## src/rtl/mips_bus_pkg.sv

```systemverilog
// Shared types and constants for the two-master Avalon-style bus arbiter.
// Holds bus widths, the grant FSM state enum and the one-hot grant codes.
package mips_bus_pkg;

    localparam int ADDR_W = 32;
    localparam int DATA_W = 32;
    localparam int BE_W   = 4;

    typedef enum logic [1:0] {
        IDLE = 2'd0,
        G0   = 2'd1,
        G1   = 2'd2
    } state_e;

    localparam logic [1:0] GNT_NONE = 2'b00;
    localparam logic [1:0] GNT_M0   = 2'b01;
    localparam logic [1:0] GNT_M1   = 2'b10;

endpackage

```

## src/rtl/mips_bus_arbiter_if.sv

```systemverilog
// Avalon-style memory bus bundle: address/read/write/writedata/byteenable
// from the requester, readdata/waitrequest back. master = requester side.
interface mips_bus_arbiter_if;
    import mips_bus_pkg::*;

    logic [ADDR_W-1:0] address;
    logic              read;
    logic              write;
    logic [DATA_W-1:0] writedata;
    logic [BE_W-1:0]   byteenable;
    logic [DATA_W-1:0] readdata;
    logic              waitrequest;

    modport master (
        output address, read, write, writedata, byteenable,
        input  readdata, waitrequest
    );

    modport slave (
        input  address, read, write, writedata, byteenable,
        output readdata, waitrequest
    );

endinterface

```

## src/rtl/mips_bus_arbiter.sv

```systemverilog
// Two-master to one-slave bus arbiter with registered grant FSM and stall
// watchdog. Ports: clk, rst (async active-low), m0/m1 (requester buses,
// slave modport), s (RAM bus, master modport), grant (one-hot), timeout.
module mips_bus_arbiter
    import mips_bus_pkg::*;
#(
    parameter int PRIORITY_MODE  = 0,
    parameter int TIMEOUT_CYCLES = 1024,
    parameter int TO_W           = 16
) (
    input  logic                     clk,
    input  logic                     rst,
    mips_bus_arbiter_if.slave        m0,
    mips_bus_arbiter_if.slave        m1,
    mips_bus_arbiter_if.master       s,
    output logic [1:0]               grant,
    output logic                     timeout
);

    localparam logic [TO_W-1:0] TO_LIM = TO_W'(TIMEOUT_CYCLES);

    state_e          state_q, state_d;
    logic            last_q, last_d;
    logic [TO_W-1:0] cnt_q, cnt_d;
    logic            to_q, to_d;

    logic req0, req1, done, stall;

    assign req0  = m0.read | m0.write;
    assign req1  = m1.read | m1.write;
    assign done  = (s.read | s.write) & ~s.waitrequest;
    assign stall = (state_q != IDLE) & s.waitrequest;

    // Next-state: last_q = 1 means m1 was served last, so m0 wins a tie.
    always_comb begin
        state_d = state_q;
        last_d  = last_q;
        unique case (state_q)
            IDLE: begin
                if (req0 && req1) begin
                    if (PRIORITY_MODE == 1 || !last_q)
                        state_d = G1;
                    else
                        state_d = G0;
                end else if (req0) begin
                    state_d = G0;
                end else if (req1) begin
                    state_d = G1;
                end
            end
            G0: begin
                if (done) begin
                    state_d = IDLE;
                    last_d  = 1'b0;
                end else if (!req0) begin
                    state_d = IDLE;
                end
            end
            G1: begin
                if (done) begin
                    state_d = IDLE;
                    last_d  = 1'b1;
                end else if (!req1) begin
                    state_d = IDLE;
                end
            end
            default: state_d = IDLE;
        endcase
    end

    // Stall counter saturates so a long hang cannot wrap and re-arm.
    always_comb begin
        cnt_d = '0;
        if (stall)
            cnt_d = (cnt_q == '1) ? cnt_q : cnt_q + TO_W'(1);
        to_d = to_q;
        if (TIMEOUT_CYCLES != 0 && stall && cnt_d >= TO_LIM)
            to_d = 1'b1;
    end

    always_ff @(posedge clk or negedge rst) begin
        if (!rst) begin
            state_q <= IDLE;
            last_q  <= 1'b1;
            cnt_q   <= '0;
            to_q    <= 1'b0;
        end else begin
            state_q <= state_d;
            last_q  <= last_d;
            cnt_q   <= cnt_d;
            to_q    <= to_d;
        end
    end

    // Bus mux driven from registered state only, so reset clears s_* at once.
    always_comb begin
        s.address      = '0;
        s.read         = 1'b0;
        s.write        = 1'b0;
        s.writedata    = '0;
        s.byteenable   = '0;
        m0.waitrequest = req0;
        m1.waitrequest = req1;
        unique case (state_q)
            G0: begin
                s.address      = m0.address;
                s.read         = m0.read;
                s.write        = m0.write;
                s.writedata    = m0.writedata;
                s.byteenable   = m0.byteenable;
                m0.waitrequest = s.waitrequest;
            end
            G1: begin
                s.address      = m1.address;
                s.read         = m1.read;
                s.write        = m1.write;
                s.writedata    = m1.writedata;
                s.byteenable   = m1.byteenable;
                m1.waitrequest = s.waitrequest;
            end
            default: ;
        endcase
    end

    assign m0.readdata = s.readdata;
    assign m1.readdata = s.readdata;

    always_comb begin
        grant = GNT_NONE;
        unique case (state_q)
            G0:      grant = GNT_M0;
            G1:      grant = GNT_M1;
            default: grant = GNT_NONE;
        endcase
    end

    assign timeout = to_q;

endmodule

```

## src/flat_wrapper.sv

```systemverilog
// flat-port wrapper written by rule: the top's interface ports become plain ports
module mips_bus_arbiter_flat import mips_bus_pkg::*;
#(
    parameter int PRIORITY_MODE  = 0,
    parameter int TIMEOUT_CYCLES = 1024,
    parameter int TO_W           = 16
)
  (clk, rst, grant, timeout, m0_address, m0_read, m0_write, m0_writedata, m0_byteenable, m0_readdata, m0_waitrequest, m1_address, m1_read, m1_write, m1_writedata, m1_byteenable, m1_readdata, m1_waitrequest, s_address, s_read, s_write, s_writedata, s_byteenable, s_readdata, s_waitrequest);
  mips_bus_arbiter_if m0_i ();
  mips_bus_arbiter_if m1_i ();
  mips_bus_arbiter_if s_i ();
  input  logic clk;
  input  logic rst;
  output logic [1:0] grant;
  output logic timeout;
  input wire logic [$bits(m0_i.address)-1:0] m0_address;
  input wire logic [$bits(m0_i.read)-1:0] m0_read;
  input wire logic [$bits(m0_i.write)-1:0] m0_write;
  input wire logic [$bits(m0_i.writedata)-1:0] m0_writedata;
  input wire logic [$bits(m0_i.byteenable)-1:0] m0_byteenable;
  output wire logic [$bits(m0_i.readdata)-1:0] m0_readdata;
  output wire logic [$bits(m0_i.waitrequest)-1:0] m0_waitrequest;
  input wire logic [$bits(m1_i.address)-1:0] m1_address;
  input wire logic [$bits(m1_i.read)-1:0] m1_read;
  input wire logic [$bits(m1_i.write)-1:0] m1_write;
  input wire logic [$bits(m1_i.writedata)-1:0] m1_writedata;
  input wire logic [$bits(m1_i.byteenable)-1:0] m1_byteenable;
  output wire logic [$bits(m1_i.readdata)-1:0] m1_readdata;
  output wire logic [$bits(m1_i.waitrequest)-1:0] m1_waitrequest;
  output wire logic [$bits(s_i.address)-1:0] s_address;
  output wire logic [$bits(s_i.read)-1:0] s_read;
  output wire logic [$bits(s_i.write)-1:0] s_write;
  output wire logic [$bits(s_i.writedata)-1:0] s_writedata;
  output wire logic [$bits(s_i.byteenable)-1:0] s_byteenable;
  input wire logic [$bits(s_i.readdata)-1:0] s_readdata;
  input wire logic [$bits(s_i.waitrequest)-1:0] s_waitrequest;
  assign m0_i.address = m0_address;
  assign m0_i.read = m0_read;
  assign m0_i.write = m0_write;
  assign m0_i.writedata = m0_writedata;
  assign m0_i.byteenable = m0_byteenable;
  assign m0_readdata = m0_i.readdata;
  assign m0_waitrequest = m0_i.waitrequest;
  assign m1_i.address = m1_address;
  assign m1_i.read = m1_read;
  assign m1_i.write = m1_write;
  assign m1_i.writedata = m1_writedata;
  assign m1_i.byteenable = m1_byteenable;
  assign m1_readdata = m1_i.readdata;
  assign m1_waitrequest = m1_i.waitrequest;
  assign s_address = s_i.address;
  assign s_read = s_i.read;
  assign s_write = s_i.write;
  assign s_writedata = s_i.writedata;
  assign s_byteenable = s_i.byteenable;
  assign s_i.readdata = s_readdata;
  assign s_i.waitrequest = s_waitrequest;
  mips_bus_arbiter #(.PRIORITY_MODE(PRIORITY_MODE), .TIMEOUT_CYCLES(TIMEOUT_CYCLES), .TO_W(TO_W)) u_core (.clk(clk), .rst(rst), .m0(m0_i), .m1(m1_i), .s(s_i), .grant(grant), .timeout(timeout));
endmodule
```

## config.mk

```make
export PLATFORM = sky130hd
export DESIGN_NAME = mips_bus_arbiter_flat
export DESIGN_NICKNAME = d
export VERILOG_FILES = /design/src/rtl/mips_bus_pkg.sv /design/src/rtl/mips_bus_arbiter_if.sv /design/src/rtl/mips_bus_arbiter.sv /design/src/flat_wrapper.sv
export SDC_FILE = /design/constraint.sdc
export NUM_CORES = 1
export LEC_CHECK = 0
export CAP_MARGIN = 30
export CORE_AREA = 5 5 119 121
export CTS_CLUSTER_SIZE = 28
export DETAILED_ROUTE_END_ITERATION = 10
export DIE_AREA = 0 0 124 126
export DONT_BUFFER_PORTS = 1
export GPL_ROUTABILITY_DRIVEN = 0
export SKIP_LAST_GASP = 1
export SLEW_MARGIN = 0
export SYNTH_ARGS = -nofsm -noshare
export SYNTH_HDL_FRONTEND = slang
export SYNTH_SLANG_ARGS = --single-unit
```

## constraint.sdc

```tcl
create_clock -name clk -period 2.4 [get_ports clk]
set_clock_uncertainty 0.15 [all_clocks]
set_input_delay 0.36 -clock clk [delete_from_list [all_inputs] [get_ports clk]]
set_output_delay 0.36 -clock clk [all_outputs]
set_load 0.03 [all_outputs]
```

==> results.md <==
- YS warnings: 0
- # setup viols final: 0
- Worst R2R Path Depth: 8
- Fin crit period: 2.31 ns
- Post-DR vias/cell: 5.12
- CTS sink cnt: 20
- Top-area cell type share of the netlist area: 0.181
- Top post-synthesis cells by area: a22oi_1 (18%), buf_4 (17%), dfrtp_1 (17%), nor2b_1 (15%), clkbuf_1 (3.6%)
- Reg2Reg Setup Slack: 0.22 ns
- Outcome: complete, no violations
- Area Growth Syn to Fin: 19.5%
- Syn Inst Count: 366
- Row count: 42
- LEAKAGE: 1.33 nW
- Initial antenna violation count: 8
- First-pass GRT wire length: 18.1 mm
- Asr flop ratio synth: 1.00
- DIE WIDTH: 124 um
- Port buffer count: 0
- HP Class: in -> reg
- First-iteration detailed-routing DRC count: 187
- Pwr dens: 1230 mW/mm^2
- Number of global-route vias before repair: 2665
- Critical Path Start: u_core.state_q[0]$_DFFE_PN0P_
- Post-CTS setup buffers: 0
- Number of flops mapped to enable cells by yosys: 0
- CTS Buffer Depth: 2
- CP startpoint kind: register
- DR pass1 iterations: 5
- Crit path max fanout: 26
- R2r endpoint: u_core.state_q[0]$_DFFE_PN0P_
- Unrepaired setup endpoints after global routing: no
- TritonCTS Buffers: 3
- CP max stage delay: 0.43 ns
- Critical Path End: s_address[4]
- Max H-tree Level: 1
- GRT Util Overall: 0.158
- Dpl hpwl: 11.3 mm
- Most frequent cells in the layout: buf_4 (82), nor2b_1 (69), a22oi_1 (68)
- Synth Register Bits: 20
- Worst Path Required: 1.89 ns
- Total core area: 0.0130 mm^2
- Crit path top cell by count: buf_4
- Mapped Nets: 547
- Share of cells above drive strength 1: 0.293
- Syn Area/Cell: 7.70 um^2
- Final period util: 0.962
- Final Hold Slack: 0.142 ns
- Final instance area: 0.00337 mm^2
- Critical path endpoint category: output port
- Synth unique cells: 39
- Clk slew on worst S/H paths: 0.06 ns
- Placed Area: 0.00313 mm^2
- Maximum number of pins on one net before global-route repair: 53
- Slew @ Worst Pin: 0.681 ns
- Post-Syn Area: 0.00282 mm^2
- Slew HR: 0.542
- Grt ovf: 0
- Die Y: 126 um
- Hold Fails Final Rpt: 0
- Post-Route WL: 13.7 mm
- Io pins: 314
- Area leader, netlist: a22oi_1
- Pins Over Slew Limit: 0
- Top_reg_cell synth: dfrtp_1
- CTS tree: built
- Worst Path Arrival: 1.80 ns
- Max Freq: 433 MHz
- Worst-path cell chain: inv_2 > ha_4 > buf_12 > a22oi_1 > buf_4 > nor2b_1 > buf_4
- Max IR drop VDD: 667 uV
- Setup TNS: 0 ns
- # DRC: 0
- Kind of critical path: reg -> out
- Max-Cap Viols: 0
- Routed len/inst: 25.1 um
- Initial Utilization: 0.217
- Skew-Pair Late Insertion Delay: 0.26 ns
- Root buffer cell: clkbuf_16
- Fillers: 1399
- Sequential share of the synthesized area: 0.178
- Remaining antenna violation count after routing: 0
- Nets: 551
- CP max stage cell: dfrtp_1
- Reg-to-reg startpoint: u_core.state_q[0]$_DFFE_PN0P_
- Most common cell after layout, fill and taps aside: buf_4
- Via Count: 2795
- Full die area: 0.0156 mm^2
[power by group]
part           switching [mW]  total [mW]  internal (mW)
registers              0.0412       0.416          0.375
clock network           0.136       0.467          0.331
logic                    1.95        3.27           1.33
total                    2.12        4.15           2.03
[area by class of cell]
cell class | count | area [um^2] | share of cell area
clock inverters | 1 | 30.0 | 0.00892
multi-input cells | 246 | 1730 | 0.513
diodes | 1 | 2.50 | 0.000743
repair buffers | 91 | 778 | 0.231
inverters | 8 | 30.0 | 0.00892
clock buffers | 3 | 75.1 | 0.0223
flip-flops and latches | 20 | 503 | 0.149
well taps | 176 | 220 | 0.0654
[metal layers]
metal / part of all wire / track usage / vias to the layer above
met4: 0.011 / 0.0271 / 14
met2: 0.46 / 0.239 / 186
met5: 0.0060 / 0 / -
li1: - / - / 1237
met1: 0.37 / 0.179 / 1332
met3: 0.15 / 0.120 / 26
[cell usage after synthesis, drive strengths merged (3+ instances only)]
cell type   n
ha          6
xnor2       6
nor4        3
nor2b      69
nor3        5
clkbuf     27
nand2      10
nand2b      4
a21oi       9
nand4       4
a211oi      3
a22oi      68
o21a        3
o21ai       4
buf        65
mux2i       5
nor2       18
dfrtp      19
inv         8
a31oi       3
nand3       7
xor2        3
and4        3
[what timing repair did]
action                                 CTS  global route
setup endpoints to repair                0            31
hold buffers                             1             0
gates resized for setup                  0             7
endpoints found under the hold margin   20             0
[metrics by stage]
step,worst slack [ns],util,std cells,power [mW]
floorplan,0.124,-,366,2.65
global placement,0.328,0.241,536,3.43
detailed placement,0.256,0.241,536,3.50
CTS,0.0122,0.250,541,3.98
global route,0.00174,0.259,545,4.40
finish,0.0901,0.259,546,4.15
[sequential cells by signal, indices dropped and copies added, names as in the netlist]
register,cells
u_core.last_q,1
u_core.cnt_q,16
u_core.timeout,1
u_core.state_q,2
[cell families (layout without fill, tap and decap cells)]
family          count (synthesis)  after routing  share of synthesized area
simple gates                  126            126                      0.271
fa+ha+maj                       6              6                     0.0267
mux                             6              6                     0.0218
flops                          20             20                      0.178
buf+inv                       100            103                      0.219
xor+xnor                        9              9                     0.0280
compound gates                 99             99                      0.255
other cells                     0              1                          0
[worst max-delay path: cells and delay by family (launching register included)]
kind / cells / cell delay, ns
buffers and inverters: 4 / 0.64
AOI/OAI and AO/OA: 1 / 0.09
DFF: 1 / 0.43
and+or+nand+nor: 1 / 0.15
adders and majority gates: 1 / 0.22
[worst min-delay path by stage]
| stage | slack, ns | start | end | depth (start not counted) |
|---|---|---|---|---|
| floorplan | -0.09 | rst | u_core.cnt_q[0]$_DFF_PN0_ | 0 |
| global placement | -0.08 | rst | u_core.cnt_q[5]$_DFF_PN0_ | 0 |
| detailed placement | -0.08 | rst | u_core.cnt_q[3]$_DFF_PN0_ | 0 |
| CTS | 0.13 | s_waitrequest | u_core.last_q$_DFFE_PN1P_ | 3 |
| global route | 0.15 | s_waitrequest | u_core.last_q$_DFFE_PN1P_ | 3 |
| finish | 0.14 | s_waitrequest | u_core.last_q$_DFFE_PN1P_ | 3 |
No activity file was read; power rests on OpenSTA's default activity.
